==> src/rtl/booth_mult_seq.sv <==
// Iterative signed WIDTH x WIDTH Booth multiplier with start/ready handshake.
// Define BOOTH_MULT_RADIX4_EN to build the modified Booth radix-4 variant (WIDTH/2 steps).
module booth_mult_seq #(
  parameter int WIDTH = 32
) (
  input  logic             clk,
  input  logic             reset,
  input  logic             start,
  input  logic [WIDTH-1:0] multiplicand,
  input  logic [WIDTH-1:0] multiplier,
  output logic [WIDTH-1:0] result,
  output logic             overflow,
  output logic             ready,
  output logic             busy
);

  localparam logic [1:0] IDLE = 2'd0;
  localparam logic [1:0] RUN  = 2'd1;
  localparam logic [1:0] DONE = 2'd2;

`ifdef BOOTH_MULT_RADIX4_EN
  localparam int STEPS = WIDTH / 2;
  localparam int SW    = WIDTH + 2;
`else
  localparam int STEPS = WIDTH;
  localparam int SW    = WIDTH + 1;
`endif
  localparam int CW = $clog2(WIDTH);

  logic [1:0]       state_r;
  logic [WIDTH-1:0] mcand_r;
  logic [2*WIDTH:0] prod_r;
  logic [CW-1:0]    count_r;
  logic [WIDTH-1:0] result_r;
  logic             overflow_r;
  logic             ready_r;
  logic             busy_r;

  logic [SW-1:0]    upper_s;
  logic [SW-1:0]    m_ext_s;
  logic [SW-1:0]    addend_s;
  logic [SW-1:0]    sum_s;
  logic [2*WIDTH:0] prod_nxt_s;
  logic             last_s;
  logic             ovf_nxt_s;

  // One Booth step: pick the addend from the low product bits, add in extended width, shift.
  always_comb begin
    upper_s = {{(SW-WIDTH){prod_r[2*WIDTH]}}, prod_r[2*WIDTH:WIDTH+1]};
    m_ext_s = {{(SW-WIDTH){mcand_r[WIDTH-1]}}, mcand_r};
`ifdef BOOTH_MULT_RADIX4_EN
    case (prod_r[2:0])
      3'b001, 3'b010: addend_s = m_ext_s;
      3'b011:         addend_s = {m_ext_s[SW-2:0], 1'b0};
      3'b100:         addend_s = {SW{1'b0}} - {m_ext_s[SW-2:0], 1'b0};
      3'b101, 3'b110: addend_s = {SW{1'b0}} - m_ext_s;
      default:        addend_s = {SW{1'b0}};
    endcase
    sum_s      = upper_s + addend_s;
    prod_nxt_s = {sum_s, prod_r[WIDTH:2]};
`else
    case (prod_r[1:0])
      2'b01:   addend_s = m_ext_s;
      2'b10:   addend_s = {SW{1'b0}} - m_ext_s;
      default: addend_s = {SW{1'b0}};
    endcase
    sum_s      = upper_s + addend_s;
    prod_nxt_s = {sum_s, prod_r[WIDTH:1]};
`endif
    last_s    = (count_r == CW'(STEPS - 1));
    ovf_nxt_s = (prod_nxt_s[2*WIDTH:WIDTH+1] != {WIDTH{prod_nxt_s[WIDTH]}});
  end

  // Control FSM, operand/product registers and registered outputs.
  always_ff @(posedge clk) begin
    if (!reset) begin
      state_r    <= IDLE;
      mcand_r    <= {WIDTH{1'b0}};
      prod_r     <= {(2*WIDTH+1){1'b0}};
      count_r    <= {CW{1'b0}};
      result_r   <= {WIDTH{1'b0}};
      overflow_r <= 1'b0;
      ready_r    <= 1'b0;
      busy_r     <= 1'b0;
    end else begin
      case (state_r)
        IDLE, DONE: begin
          ready_r <= 1'b0;
          if (start) begin
            state_r <= RUN;
            mcand_r <= multiplicand;
            prod_r  <= {{WIDTH{1'b0}}, multiplier, 1'b0};
            count_r <= {CW{1'b0}};
            busy_r  <= 1'b1;
          end else begin
            state_r <= IDLE;
            busy_r  <= 1'b0;
          end
        end
        RUN: begin
          prod_r  <= prod_nxt_s;
          count_r <= count_r + {{(CW-1){1'b0}}, 1'b1};
          if (last_s) begin
            state_r    <= DONE;
            result_r   <= prod_nxt_s[WIDTH:1];
            overflow_r <= ovf_nxt_s;
            ready_r    <= 1'b1;
            busy_r     <= 1'b0;
          end else begin
            state_r <= RUN;
            ready_r <= 1'b0;
            busy_r  <= 1'b1;
          end
        end
        default: begin
          state_r <= IDLE;
          ready_r <= 1'b0;
          busy_r  <= 1'b0;
        end
      endcase
    end
  end

  assign result   = result_r;
  assign overflow = overflow_r;
  assign ready    = ready_r;
  assign busy     = busy_r;

endmodule

==> config.mk <==
export PLATFORM = sky130hd
export DESIGN_NAME = booth_mult_seq
export DESIGN_NICKNAME = d
export VERILOG_FILES = /design/src/rtl/booth_mult_seq.sv
export SDC_FILE = /design/constraint.sdc
export NUM_CORES = 1
export LEC_CHECK = 0
export ABC_CLOCK_PERIOD_IN_PS = 5300
export CORE_ASPECT_RATIO = 2
export CORE_MARGIN = 8
export CORE_UTILIZATION = 29
export DETAILED_ROUTE_END_ITERATION = 16
export GPL_TIMING_DRIVEN = 0
export PLACE_DENSITY = 0.59
export SYNTH_ARGS = -nofsm -noshare
export SYNTH_HDL_FRONTEND = slang
export SYNTH_SLANG_ARGS = --single-unit
==> constraint.sdc <==
create_clock -name clk -period 5.3 [get_ports clk]
set_input_delay 0.53 -clock clk [delete_from_list [all_inputs] [get_ports clk]]
set_output_delay 0.53 -clock clk [all_outputs]
set_load 0.01 [all_outputs]
==> impl_table.tex <==
\begin{tabular}{lr}
\hline
Metric & Value \\
\hline
\multicolumn{2}{l}{\textbf{Run status}} \\
\quad Outcome & complete, but fails checks \\
\quad Violations in the final reports & negative setup slack \\
\multicolumn{2}{l}{\textbf{Floorplanning}} \\
\quad Starting Density & 0.2926 \\
\quad Top Ports & 102 \\
\quad Area enclosed by the die boundary & 34,180 sq um \\
\quad Vertical die dimension & 253.6 microns \\
\quad Die width & 134.8 microns \\
\quad Floorplan row count & 87 \\
\quad Area of the placeable core & 27,980 sq um \\
\multicolumn{2}{l}{\textbf{Clock network}} \\
\quad Root buf cell & clkbuf\_16 \\
\quad Clk buf depth & 2 \\
\quad Register clock-pin slew on the reported worst setup and hold paths & 60 ps \\
\quad Total of hold buffers inserted after clock tree synthesis & 0 \\
\quad Number of H-tree branching levels & 4 \\
\quad Num CTS Buffers & 17 \\
\quad Clock tree from TritonCTS & yes \\
\quad Clock sinks & 138 \\
\quad Clock insertion delay at the later pin of the skew report & 430 ps \\
\multicolumn{2}{l}{\textbf{Placed design}} \\
\quad Routability cong. & 0.8700 \\
\quad Detailed Place HPWL & 20.88 mm \\
\quad Worst slack, placed & -638.0 ps \\
\quad Buffers on Ports & 100 \\
\multicolumn{2}{l}{\textbf{Finish}} \\
\quad Area taken by flip-flops and latches & 2766 sq um \\
\quad Number of diodes added for antenna fixing & 0 \\
\quad Area of the multi-input gates & 5345 sq um \\
\quad Number of fill cells in the layout & 2,905 \\
\quad Synth-to-Final Area Change & 29.52\% \\
\quad Final core utilization & 0.3790 \\
\quad Share of layout cells above drive strength 1 & 0.08656 \\
\quad Final Net Count & 1,305 \\
\multicolumn{2}{l}{\textbf{Worst setup path}} \\
\quad Setup slack of the most critical reg-to-reg path & -6 ps \\
\quad Sort of element at the end of the critical path & register \\
\quad Type of the setup path with the least slack & reg2reg \\
\quad End of the worst register-to-register path & overflow\$\_SDFFE\_PN0P\_ \\
\quad Data arrival time of the critical path & 5610 ps \\
\quad Worst reg2reg startpoint & mcand\_r[0]\$\_SDFFE\_PN0P\_ \\
\quad Reg2Reg Depth & 21 \\
\quad Crit path required time & 5610 ps \\
\quad Top fanout value on the critical path & 5 \\
\quad Startpoint types & register \\
\multicolumn{2}{l}{\textbf{Routing}} \\
\quad Total vias in the final route & 8,139 \\
\quad DRC violation count after routing & 0 \\
\quad Via count normalized by instance count & 5.187 \\
\quad Count of routing violations after the opening detailed-route iteration & 531 \\
\quad Number of detailed-routing iterations run before antenna repair & 7 \\
\quad Wire per inst & 16.95 microns \\
\quad Post-detailed-routing wire length & 26.60 mm \\
\quad Number of routed nets with antenna violations & 0 \\
\multicolumn{2}{l}{\textbf{Logic synthesis}} \\
\quad Synthesized Nets & 1,175 \\
\quad Register bit total from synthesis & 138 \\
\quad Number of distinct library cells after synthesis & 60 \\
\quad Fraction of the yosys area taken by sequential cells & 0.3375 \\
\quad Commonest cells in the synthesized netlist & nand2\_1 (229), dfxtp\_1 (138), a21boi\_0 (98), a21oi\_1 (67), clkbuf\_1 (60) \\
\quad Cell type contributing the most total cell area after synthesis & dfxtp\_1 \\
\quad Async set-reset flop share out of synthesis & 0 \\
\quad Cell area after technology mapping & 8185 sq um \\
\quad Mean post-synth cell area & 7.650 sq um \\
\quad Largest cells by area after synthesis & dfxtp\_1 (34\%), nand2\_1 (11\%), a21boi\_0 (9.0\%), ha\_1 (5.7\%), a22oi\_1 (5.4\%) \\
\quad Post-Synthesis Cells & 1,070 \\
\quad Main synth FF type & dfxtp\_1 \\
\quad Number of warnings printed during yosys synthesis & 0 \\
\quad Number of enable flip-flop cells after synthesis & 0 \\
\quad Post-synth top area share & 0.3375 \\
\quad Most common cell in the netlist & nand2\_1 \\
\multicolumn{2}{l}{\textbf{STA}} \\
\quad Fmax & 0.1885 GHz \\
\quad Number of setup violations in the final report & 1 \\
\quad Final Hold Fails & 0 \\
\quad Worst-Margin Slew & 655.2 ps \\
\quad Worst Skew & 8.606 ps \\
\quad Fin crit period & 5306 ps \\
\quad RSZ-0062 raised after global routing & true \\
\quad Max-Slew Margin vs Limit & 0.5632 \\
\quad Total negative setup slack & -5.617 ps \\
\quad Final period util & 1.001 \\
\quad Max-slew violation count & 0 \\
\quad Worst path setup slack after routing & -5.617 ps \\
\multicolumn{2}{l}{\textbf{Power and ir drop}} \\
\quad Leak Pwr & 3.852 nW \\
\quad Total power density per cell area & 257.1 nW/um\^{}2 \\
\quad Worst supply voltage drop on vdd & 168.8 uV \\
\multicolumn{2}{l}{\textbf{GRT}} \\
\quad First-pass GRT wire length & 43.24 mm \\
\quad Via count of the first global-routing pass & 8,280 \\
\quad Maximum number of pins on one net before global-route repair & 17 \\
\quad Total track usage & 0.1576 \\
\quad Antenna violations before repair & 0 \\
\quad Overflow left after global routing & 0 \\
\multicolumn{2}{l}{\textbf{Hold path}} \\
\quad Startpoint of the worst hold path & result[19]\$\_SDFFE\_PN0P\_ \\
\quad HP Class & reg2reg \\
\quad Hold-critical path endpoint & result[19]\$\_SDFFE\_PN0P\_ \\
\quad Number of cells traversed by the worst hold path & 2 \\
\multicolumn{2}{l}{\textbf{Flow run}} \\
\quad \# Max-Cap Violations & 0 \\
\hline
\end{tabular}
[cell type report]
cell class | instances | share of cell area
Buffer | 71 | 0.02620
Clock buffer | 20 | 0.04213
Clock inverter | 12 | 0.01522
Inverter | 14 | 0.004957
Multi-Input combinational cell | 844 | 0.5042
Sequential cell | 138 | 0.2609
Tap cell | 356 | 0.04202
Timing Repair Buffer | 114 | 0.1043
[worst max-delay path, cell delays in order (launching register included)]
cell      delay, ps
dfxtp_2         330
or3_4           390
or3_4           360
nor3_4          140
nand2_2          90
nor2_4          120
nand2_4          90
or4b_4          510
or3_4           340
or2_1           230
a311oi_2        420
ha_4            290
a21oi_2         130
o21ai_2          80
or2_4           270
nor3b_4         220
or2_4           190
o41ai_4          70
xnor2_2         160
or4_4           540
o21ai_4          90
a31oi_1         110
[sequential cells by signal (all words and copies together), names as in the netlist]
name and count:
state_r 2, result 32, count_r 5, ready 1, prod_r 65, mcand_r 32, overflow 1
[metal layers]
layer | GRT usage | share of wire | up-vias
met5 | 0 | 0 | -
met4 | 0.05712 | 0.025 | 0
met3 | 0.02652 | 0.041 | 44
met2 | 0.2749 | 0.50 | 208
met1 | 0.1885 | 0.44 | 3850
li1 | - | - | 4037
[stage by stage]
step	power, W	hold WS, ps	instance area [sq um]	std cells
after floorplan	0.001339	454.7	8185	1070
after global placement	0.001477	459.3	9632	1526
after detailed placement	0.001482	459.1	9632	1526
after CTS	0.002732	467.8	10470	1566
after global routing	0.002829	491.3	10600	1569
final	0.002725	463.2	10600	1569
[cells by family after synthesis]
group                    share of synthesized area
AND/OR/NAND/NOR                             0.2593
AO/OA/AOI/OAI                               0.2672
flip-flops                                  0.3375
buffers and inverters                      0.04143
adder cells (fa/ha/maj)                    0.05900
XOR/XNOR                                   0.03317
multiplexers                              0.002446
[power breakdown]
part	leakage, nW	total (W)	switching, W	internal (W)
clock	0.288	0.00124	0.000480	0.000758
sequential	1.12	0.00111	0.0000387	0.00107
combinational	2.44	0.000375	0.000214	0.000161
[timing repair]
action	in CTS	in global routing
resized for setup	36	23
setup endpoints to repair	3	3
pin swaps	16	19
buffers inserted	10	4
[worst max-delay path by stage]
stage                                  to  slack [ps]  cells past startpoint               startpoint
floorplan           overflow$_SDFFE_PN0P_         310                     21  mcand_r[0]$_SDFFE_PN0P_
global placement    overflow$_SDFFE_PN0P_        -620                     22  mcand_r[0]$_SDFFE_PN0P_
detailed placement  overflow$_SDFFE_PN0P_        -640                     22  mcand_r[0]$_SDFFE_PN0P_
CTS                 overflow$_SDFFE_PN0P_           3                     22  mcand_r[0]$_SDFFE_PN0P_
global route        overflow$_SDFFE_PN0P_        -240                     22  mcand_r[0]$_SDFFE_PN0P_
finish              overflow$_SDFFE_PN0P_          -6                     21  mcand_r[0]$_SDFFE_PN0P_
[cell usage in the layout, fill, tap and decap left out, types with 11 or more instances in the layout]
cell	Yosys	final
a21boi_0	98	98
a21oi_1	67	64
a22oi_1	59	59
and2_1	11	11
buf_4	1	15
clkbuf_1	60	58
clkbuf_16	0	17
clkdlybuf4s50_1	0	100
dfxtp_1	138	135
ha_1	37	35
inv_1	14	14
nand2_1	229	227
nand4_1	11	11
nor2_1	57	57
nor2b_1	33	33
nor3_1	27	24
o21ai_0	40	35
xnor2_1	22	19
No activity file was read; power rests on OpenSTA's default activity.
